--- src/rtl/crc_pkg.sv ---
// Shared types and defaults for the CRC job scheduler (states, widths, CRC seed).
`timescale 1ns/1ps
package crc_pkg;

  typedef enum logic [2:0] {
    IDLE   = 3'd0,
    READ   = 3'd1,
    DRAIN  = 3'd2,
    CAPT   = 3'd3,
    RESULT = 3'd4
  } crc_sched_state_t;

  localparam int DEF_ADDR_W = 10;
  localparam int DEF_DATA_W = 8;
  localparam int DEF_CRC_W  = 16;

  // Value the CRC engine loads on crc_init.
  localparam logic [DEF_CRC_W-1:0] CRC_INIT = 16'hFFFF;

endpackage

--- src/rtl/crc_rr_arb.sv ---
// One-hot request arbiter. Round-robin by default; macro CRC_SCHED_PRIO_EN
// selects fixed priority (lowest index wins, no pointer).
`timescale 1ns/1ps
module crc_rr_arb #(
  parameter int NUM_REQ = 4,
  parameter int ID_W    = 2
) (
  input  logic               i_clk,
  input  logic               i_rst_n,
  input  logic [NUM_REQ-1:0] i_req,
  input  logic               i_en,
  output logic [NUM_REQ-1:0] o_gnt,
  output logic [ID_W-1:0]    o_id
);

`ifdef CRC_SCHED_PRIO_EN
  always_comb begin
    o_gnt = '0;
    o_id  = '0;
    for (int i = NUM_REQ - 1; i >= 0; i--) begin
      if (i_req[i]) begin
        o_gnt    = '0;
        o_gnt[i] = 1'b1;
        o_id     = ID_W'(i);
      end
    end
  end
`else
  logic [ID_W-1:0] r_ptr;
  logic            w_found;

  // Two passes: indices at/after the pointer first, then the ones below it.
  always_comb begin
    o_gnt   = '0;
    o_id    = '0;
    w_found = 1'b0;
    for (int i = 0; i < NUM_REQ; i++) begin
      if (!w_found && i_req[i] && (i >= int'(r_ptr))) begin
        o_gnt[i] = 1'b1;
        o_id     = ID_W'(i);
        w_found  = 1'b1;
      end
    end
    for (int i = 0; i < NUM_REQ; i++) begin
      if (!w_found && i_req[i] && (i < int'(r_ptr))) begin
        o_gnt[i] = 1'b1;
        o_id     = ID_W'(i);
        w_found  = 1'b1;
      end
    end
  end

  always_ff @(posedge i_clk or negedge i_rst_n) begin
    if (!i_rst_n) begin
      r_ptr <= '0;
    end else if (i_en && w_found) begin
      r_ptr <= (o_id == ID_W'(NUM_REQ - 1)) ? '0 : o_id + 1'b1;
    end
  end
`endif

endmodule

--- src/rtl/crc_job_sched.sv ---
// Schedules (addr, len) CRC jobs from NUM_REQ requesters onto one memory port and
// CRC engine. Arbitration mode chosen in crc_rr_arb via macro CRC_SCHED_PRIO_EN.
`timescale 1ns/1ps
module crc_job_sched
  import crc_pkg::*;
#(
  parameter int NUM_REQ = 4,
  parameter int ADDR_W  = DEF_ADDR_W,
  parameter int DATA_W  = DEF_DATA_W,
  parameter int CRC_W   = DEF_CRC_W,
  parameter int ID_W    = 2
) (
  input  logic                           clk50m,
  input  logic                           rst_n,
  input  logic [NUM_REQ-1:0]             req,
  input  logic [NUM_REQ-1:0][ADDR_W-1:0] req_addr,
  input  logic [NUM_REQ-1:0][ADDR_W:0]   req_len,
  output logic [NUM_REQ-1:0]             ack,
  output logic                           busy,
  output logic                           mem_rd_en,
  output logic [ADDR_W-1:0]              mem_addr,
  input  logic [DATA_W-1:0]              mem_rdata,
  output logic                           crc_init,
  output logic                           crc_en,
  output logic [DATA_W-1:0]              crc_din,
  input  logic [CRC_W-1:0]               crc_val,
  output logic                           res_valid,
  output logic [ID_W-1:0]                res_id,
  output logic [CRC_W-1:0]               res_crc,
  input  logic                           res_ready,
  output logic [2:0]                     dbg_state
);

  crc_sched_state_t  r_state;
  logic [ADDR_W-1:0] r_addr;
  logic [ADDR_W:0]   r_cnt;
  logic [ID_W-1:0]   r_id;
  logic              r_crc_en;
  logic              r_res_valid;
  logic [ID_W-1:0]   r_res_id;
  logic [CRC_W-1:0]  r_res_crc;

  logic               w_any;
  logic               w_gnt_en;
  logic [NUM_REQ-1:0] w_gnt;
  logic [ID_W-1:0]    w_gnt_id;

  // The grant cycle is the IDLE cycle itself, so ack/crc_init are decoded, not registered.
  assign w_any    = |req;
  assign w_gnt_en = (r_state == IDLE) && rst_n && w_any;

  crc_rr_arb #(.NUM_REQ(NUM_REQ), .ID_W(ID_W)) u_arb (
    .i_clk   (clk50m),
    .i_rst_n (rst_n),
    .i_req   (req),
    .i_en    (w_gnt_en),
    .o_gnt   (w_gnt),
    .o_id    (w_gnt_id)
  );

  assign ack       = w_gnt_en ? w_gnt : '0;
  assign crc_init  = w_gnt_en;
  assign busy      = w_gnt_en || (r_state != IDLE);
  assign mem_rd_en = (r_state == READ);
  assign mem_addr  = r_addr;
  assign crc_en    = r_crc_en;
  assign crc_din   = r_crc_en ? mem_rdata : '0;
  assign res_valid = r_res_valid;
  assign res_id    = r_res_id;
  assign res_crc   = r_res_crc;
  assign dbg_state = r_state;

  always_ff @(posedge clk50m or negedge rst_n) begin
    if (!rst_n) begin
      r_state     <= IDLE;
      r_addr      <= '0;
      r_cnt       <= '0;
      r_id        <= '0;
      r_crc_en    <= 1'b0;
      r_res_valid <= 1'b0;
      r_res_id    <= '0;
      r_res_crc   <= '0;
    end else begin
      // Read data lands one cycle after the strobe, so the engine strobe trails it.
      r_crc_en <= (r_state == READ);
      case (r_state)
        IDLE: begin
          if (w_any) begin
            r_addr  <= req_addr[w_gnt_id];
            r_cnt   <= req_len[w_gnt_id];
            r_id    <= w_gnt_id;
            r_state <= (req_len[w_gnt_id] != '0) ? READ : CAPT;
          end
        end
        READ: begin
          r_addr <= r_addr + 1'b1;
          r_cnt  <= r_cnt - 1'b1;
          if (r_cnt == (ADDR_W + 1)'(1)) r_state <= DRAIN;
        end
        DRAIN: r_state <= CAPT;
        CAPT: begin
          r_res_crc   <= crc_val;
          r_res_id    <= r_id;
          r_res_valid <= 1'b1;
          r_state     <= RESULT;
        end
        RESULT: begin
          if (res_ready) begin
            r_res_valid <= 1'b0;
            r_state     <= IDLE;
          end
        end
        default: r_state <= IDLE;
      endcase
    end
  end

endmodule
--- config.mk ---
export PLATFORM = sky130hd
export DESIGN_NAME = crc_job_sched
export DESIGN_NICKNAME = d
export VERILOG_FILES = /design/src/rtl/crc_pkg.sv /design/src/rtl/crc_rr_arb.sv /design/src/rtl/crc_job_sched.sv
export SDC_FILE = /design/constraint.sdc
export NUM_CORES = 1
export LEC_CHECK = 0
export CAP_MARGIN = 20
export CORE_ASPECT_RATIO = 1.25
export CORE_UTILIZATION = 42
export DETAILED_ROUTE_END_ITERATION = 16
export PLACE_DENSITY = 0.91
export SLEW_MARGIN = 20
export SYNTH_ARGS = -nofsm -noshare
export SYNTH_HDL_FRONTEND = slang
export SYNTH_HIERARCHICAL = 1
export SYNTH_SLANG_ARGS = --single-unit
--- constraint.sdc ---
create_clock -name clk50m -period 3.9 [get_ports clk50m]
set_clock_uncertainty 0.05 [all_clocks]
set_input_delay 1.17 -clock clk50m [delete_from_list [all_inputs] [get_ports clk50m]]
set_output_delay 1.17 -clock clk50m [all_outputs]
set_load 0.02 [all_outputs]
Yosys cells after proc, flatten, opt, wreduce, memory -nomap -nowiden
Index checks and enable logic that the tools add are counted.
{"block": "classes", "addsub": 3, "n_lt_le_gt_ge": 7, "n_eq_ne": 9, "n_mux": 37, "n_reduce_logical": 32}
{"operator": "11-bit binary-select mux with 2-bit select", "n": 1}
{"operator": "11-bit two-way mux", "n": 2}
{"operator": "11-bit case mux with 2 select lines", "n": 1}
{"operator": "10-bit binary-select mux with 2-bit select", "n": 1}
{"operator": "10-bit two-way mux", "n": 2}
{"operator": "10-bit case mux with 2 select lines", "n": 1}
{"operator": "1-bit logical AND", "n": 15}
{"operator": "1-bit two-way mux", "n": 15}
{"operator": "3-bit case mux with 5 select lines", "n": 1}
{"operator": "2-bit two-way mux", "n": 7}
{"operator": "11-bit by 1-bit == test with 1-bit output (second input constant)", "n": 1}
{"operator": "11-bit nonzero test", "n": 1}
{"operator": "11-bit by 1-bit subtractor with 11-bit output (second input constant)", "n": 1}
{"operator": "10-bit by 1-bit adder with 10-bit output (second input constant)", "n": 1}
{"operator": "3-bit two-way mux", "n": 3}
{"operator": "8-bit two-way mux", "n": 1}
{"operator": "3-bit by 2-bit == test with 1-bit output (second input constant)", "n": 2}
{"operator": "1-bit logical NOT", "n": 6}
{"operator": "2-bit AND reduction", "n": 3}
{"operator": "1-bit by 2-bit greater-or-equal comparator with 1-bit output (first input constant)", "n": 2}
{"operator": "1-bit by 2-bit < comparator with 1-bit output (first input constant)", "n": 2}
{"operator": "4-bit two-way mux", "n": 1}
{"operator": "2-bit != test (second input constant)", "n": 2}
{"operator": "2-bit nonzero test", "n": 2}
{"operator": "14 further kinds", "n": 14}
{"block": "word_totals", "reg_bits": 48, "input_bits": 115, "out_inout_bits": 48, "wordCells": 97}

Longest topological paths before layout
{"block": "logic_depth", "depth_word": 32, "ltp_mapped": 9, "ltp_nobuf": 7}

Cells and area by module
Netlist, hierarchy kept.
{"module": "crc_job_sched", "n_inst": 1, "cells_per_inst": 280, "area_per_inst_um2": 3158.0, "seq_area_each_um2": 1151.1}
{"module": "crc_rr_arb", "n_inst": 1, "cells_per_inst": 39, "area_per_inst_um2": 319.1, "seq_area_each_um2": 50.0}

Worst setup path after synthesis
No wires, ideal clock.
{"block": "synth_path", "path_kind": "input -> output", "startpoint": "input req[1]", "endpoint": "output busy", "arrival_time_ns": 2.503, "required_ns": 2.680, "path_slack_ns": 0.177, "cell_stages": 4, "cell_sequence": "nor4_4 -> nor2_1 -> and3_1 -> or3_1"}
{"block": "synth_via", "elab_chain_cells": 3}
{"element": "start: declaration", "line_no": "crc_job_sched.sv:15", "rtl": "input logic [NUM_REQ-1:0] req,"}
{"element": "4-bit OR reduction", "line_no": "crc_job_sched.sv:49", "rtl": "assign w_any = |req;"}
{"element": "1-bit logical AND", "line_no": "crc_job_sched.sv:50", "rtl": "assign w_gnt_en = (r_state == IDLE) && rst_n && w_any;"}
{"element": "via crc_init", "line_no": "crc_job_sched.sv:23", "rtl": "output logic crc_init,"}
{"element": "1-bit logical OR", "line_no": "crc_job_sched.sv:63", "rtl": "assign busy = w_gnt_en || (r_state != IDLE);"}
{"element": "end: declaration", "line_no": "crc_job_sched.sv:19", "rtl": "output logic busy,"}
The timed path passes the listed nets, and every way through them passes these cells.

Worst setup path after layout
{"block": "layout_path", "startpoint": "input req[1]", "endpoint": "output crc_init"}
{"block": "layout_via", "elab_chain_cells": 2}
{"element": "4-bit OR reduction", "line_no": "crc_job_sched.sv:49"}
{"element": "1-bit logical AND", "line_no": "crc_job_sched.sv:50"}
{"element": "end: declaration", "line_no": "crc_job_sched.sv:23"}
Every way passes these cells.

==> qor.yml <==
yosys_most_used_dff: "dfrtp_1"
drt-total-wl_mm: 9.931
min_path_type: "register to register"
ioPinCount: 163
dieWidth_um: 83.38
end_kind: "output pin"
ff2ff_setup_slack_ns: 1.24
synth_area_leader_cell: "dfrtp_1"
synth_seq_area_share_pct: 34.54
async_reset_ff_share_pct: 100.0
power_uw: 3841
slowest_stage: "nor4_4"
grt_max_degree: 49
cp_max_fo: 5
h-tree-depth: 2
finalNetCount: 602
setup_viol: 0
synth.net_count: 438
syn_to_final_growth_pct: 53.54
p_seq_share_pct: 27.1
start_util_pct: 43.86
clk_pin_slew_ns: 0.09
ant_nets: 0
fin_util_pct: 67.35
max_freq_mhz: 263.0
path_class: "input pin to output pin"
antenna_found_initial: 0
holdBufCountCts: 0
synth_top_area_share_pct: 34.54
outcome: "completed"
arrival_ns: 2.58
io_buffer_count: 162
critical_path_buf_inv_count: 4
cp-start-kind: "input pin"
cts_max_path_buffers: 2
top_layer_used: "met4"
wl_met2_mm: 5.307
dp_hpwl_mm: 7.687
p_int_uw: 2207
power_frac_comb_pct: 63.5
r2r_cells: 8
yosys-top-cells-area: "dfrtp_1, mux4_2, mux2_2, o221a_2, and2_1"
critPathLaunch: "req[1]"
clockRootBuffer: "clkbuf_8"
slowest_delay_ns: 0.32
synth_edf_count: 0
slew_violations: 0
fp.dieH_um: 103.7
syn_area_per_cell_um2: 10.90
min_period_ns: 3.803
dr_total_vias: 3436
track_usage_pct: 23.57
cap_viol_max_count: 0
power.density_mw_per_mm2: 719.4
switchingPower_uw: 1634
fp.coreArea_mm2: 0.007928
insertion_delay_ns: 0.30
p_leak_uw: 0.002145
route.detailed.drc: 0
grt_pass1_vias: 3516
worstPathCellList: "dlygate4sd2_1 -> nor4_4 -> nor2_2 -> and3_1 -> buf_4 -> buf_4 -> clkdlybuf4s15_2"
vias_per_cell: 5.934
synth_most_common_cell: "dfrtp_1"
clkPwrFrac_pct: 9.4
cp_common_cell: "buf_4"
fill_cells: 593
post-route-period-util_pct: 97.51
met3_length_um: 821
ys_ff_latch: 48
grt_overflow: 0
swShare_pct: 42.54
dr.first_iter.drc_count: 170
cts_tree: "done"
r2r-end: "dbg_state[1]"
wl_per_cell_um: 17.15
clock-sinks: 48
crit_family: "buffers and inverters"
ys_types: 63
grt_pass1_wl_mm: 16.68
drtPass1Iterations: 5
gp_congestion: 0.9004
rsz0062_at_grt: "no"
worstSetupEndpoint: "crc_init"
report.final.hold_viol_count: 0
cts_buffers: 5
yosys_warnings: 6
rows: 36
cp_data_required_time_ns: 2.68
cp.depth: 7
yosys-top-cells-count: "dfrtp_1, nor2_1, mux4_2"
max_slew_margin_pct: 50.84
worst_r2r_startpoint: "u_arb/r_ptr[1]"
synthCells: 319
drive_gt1_share_pct: 20.45
met1_length_mm: 3.638
ir_drop_mv: 0.4247
dieArea_mm2: 0.008649
n_antenna_cell: 0
worstMarginPinSlew_ns: 0.7356
syn_area_mm2: 0.003477
## registers in the layout, indices dropped and copies added, names as in the netlist
| name | cells |
|---|---|
| mem_addr | 10 |
| dbg_state | 3 |
| res_valid | 1 |
| u_arb/r_ptr | 2 |
| res_crc | 16 |
| crc_en | 1 |
| r_id | 2 |
| res_id | 2 |
| r_cnt | 11 |
## area by class of cell
class	instances	area, um2	area share, %
repair buffers	182	1769	33.14
multi-input cells	237	2105	39.42
inverters	9	33.78	0.6328
clock buffers	5	68.82	1.289
well taps	95	118.9	2.226
clock inverters	3	42.54	0.7968
flip-flops and latches	48	1201	22.50
## placed cells by master (no fill, tap or decap), drive strengths merged, types with 4 or more instances in the layout
master	Yosys	routed
and2	15	15
nand2	10	10
clkdlybuf4s50	0	151
ha	4	4
a211oi	6	6
mux2	22	22
nor2	27	27
mux2i	6	6
nor4	5	5
dlygate4sd2	0	4
a21oi	17	17
and3	4	4
o22ai	10	10
o221a	9	9
nor3	7	7
o21ai	13	13
buf	14	25
a31oi	4	4
o22a	6	6
dfrtp	48	48
mux4	21	21
and4	8	8
clkbuf	11	5
inv	9	9
## cell families (layout without fill, tap and decap cells)
| group | Yosys count | in the layout | synth area share, % |
|---|---|---|---|
| AOI/OAI and AO/OA | 91 | 91 | 19.83 |
| xor gates and xnor gates | 1 | 1 | 0.2519 |
| adders and majority gates | 4 | 4 | 1.439 |
| buffers and inverters | 34 | 199 | 5.218 |
| DFF | 48 | 48 | 34.54 |
| muxes | 49 | 49 | 22.78 |
| and+or+nand+nor | 92 | 92 | 15.94 |
## through the flow
stage / hold WS [ns] / instance area (um2) / worst slack (ns) / std cells / TNS, ns
after floorplan: 0.4279 / 3477 / 0.1769 / 319 / 0
after global placement: 0.4357 / 5248 / -0.3596 / 571 / -2.009
after detailed placement: 0.4415 / 5248 / -0.4162 / 571 / -2.325
after CTS: 0.4628 / 5355 / 0.1043 / 579 / 0
after global routing: 0.4691 / 5339 / 0.005149 / 579 / 0
final: 0.4579 / 5339 / 0.09723 / 579 / 0
## layer usage
layer,vias to the layer above,track usage [%]
li1,1583,-
met1,1648,27.23
met2,193,43.15
met3,12,5.418
met4,0,6.527
met5,-,0
## power groups by stage
stage / Combinational [uW] / Clock (uW) / Sequential, uW
2_1_floorplan: 1390 / 0 / 1190
3_3_place_gp: 2370 / 0 / 1030
3_5_place_dp: 2440 / 0 / 1050
4_1_cts: 2440 / 370 / 1040
5_1_grt: 2620 / 394 / 1090
6_report: 2440 / 360 / 1040
## worst min path at each step
stage,from,to,slack [ns],cells after the start
2_1_floorplan,r_id[0],r_id[0],0.43,1
3_3_place_gp,res_crc[11],res_crc[11],0.44,1
3_5_place_dp,res_crc[7],res_crc[7],0.44,1
4_1_cts,res_crc[7],res_crc[7],0.46,1
5_1_grt,res_crc[12],res_crc[12],0.47,1
6_report,res_crc[7],res_crc[7],0.46,1
## timing repair
item / 4_1_cts / 5_1_grt
endpoints found under the setup margin: 6 / 3
pin swaps: 0 / 0
setup buffers: 0 / 0
gates resized for setup: 23 / 4
Power figures use the tool's default switching activity.
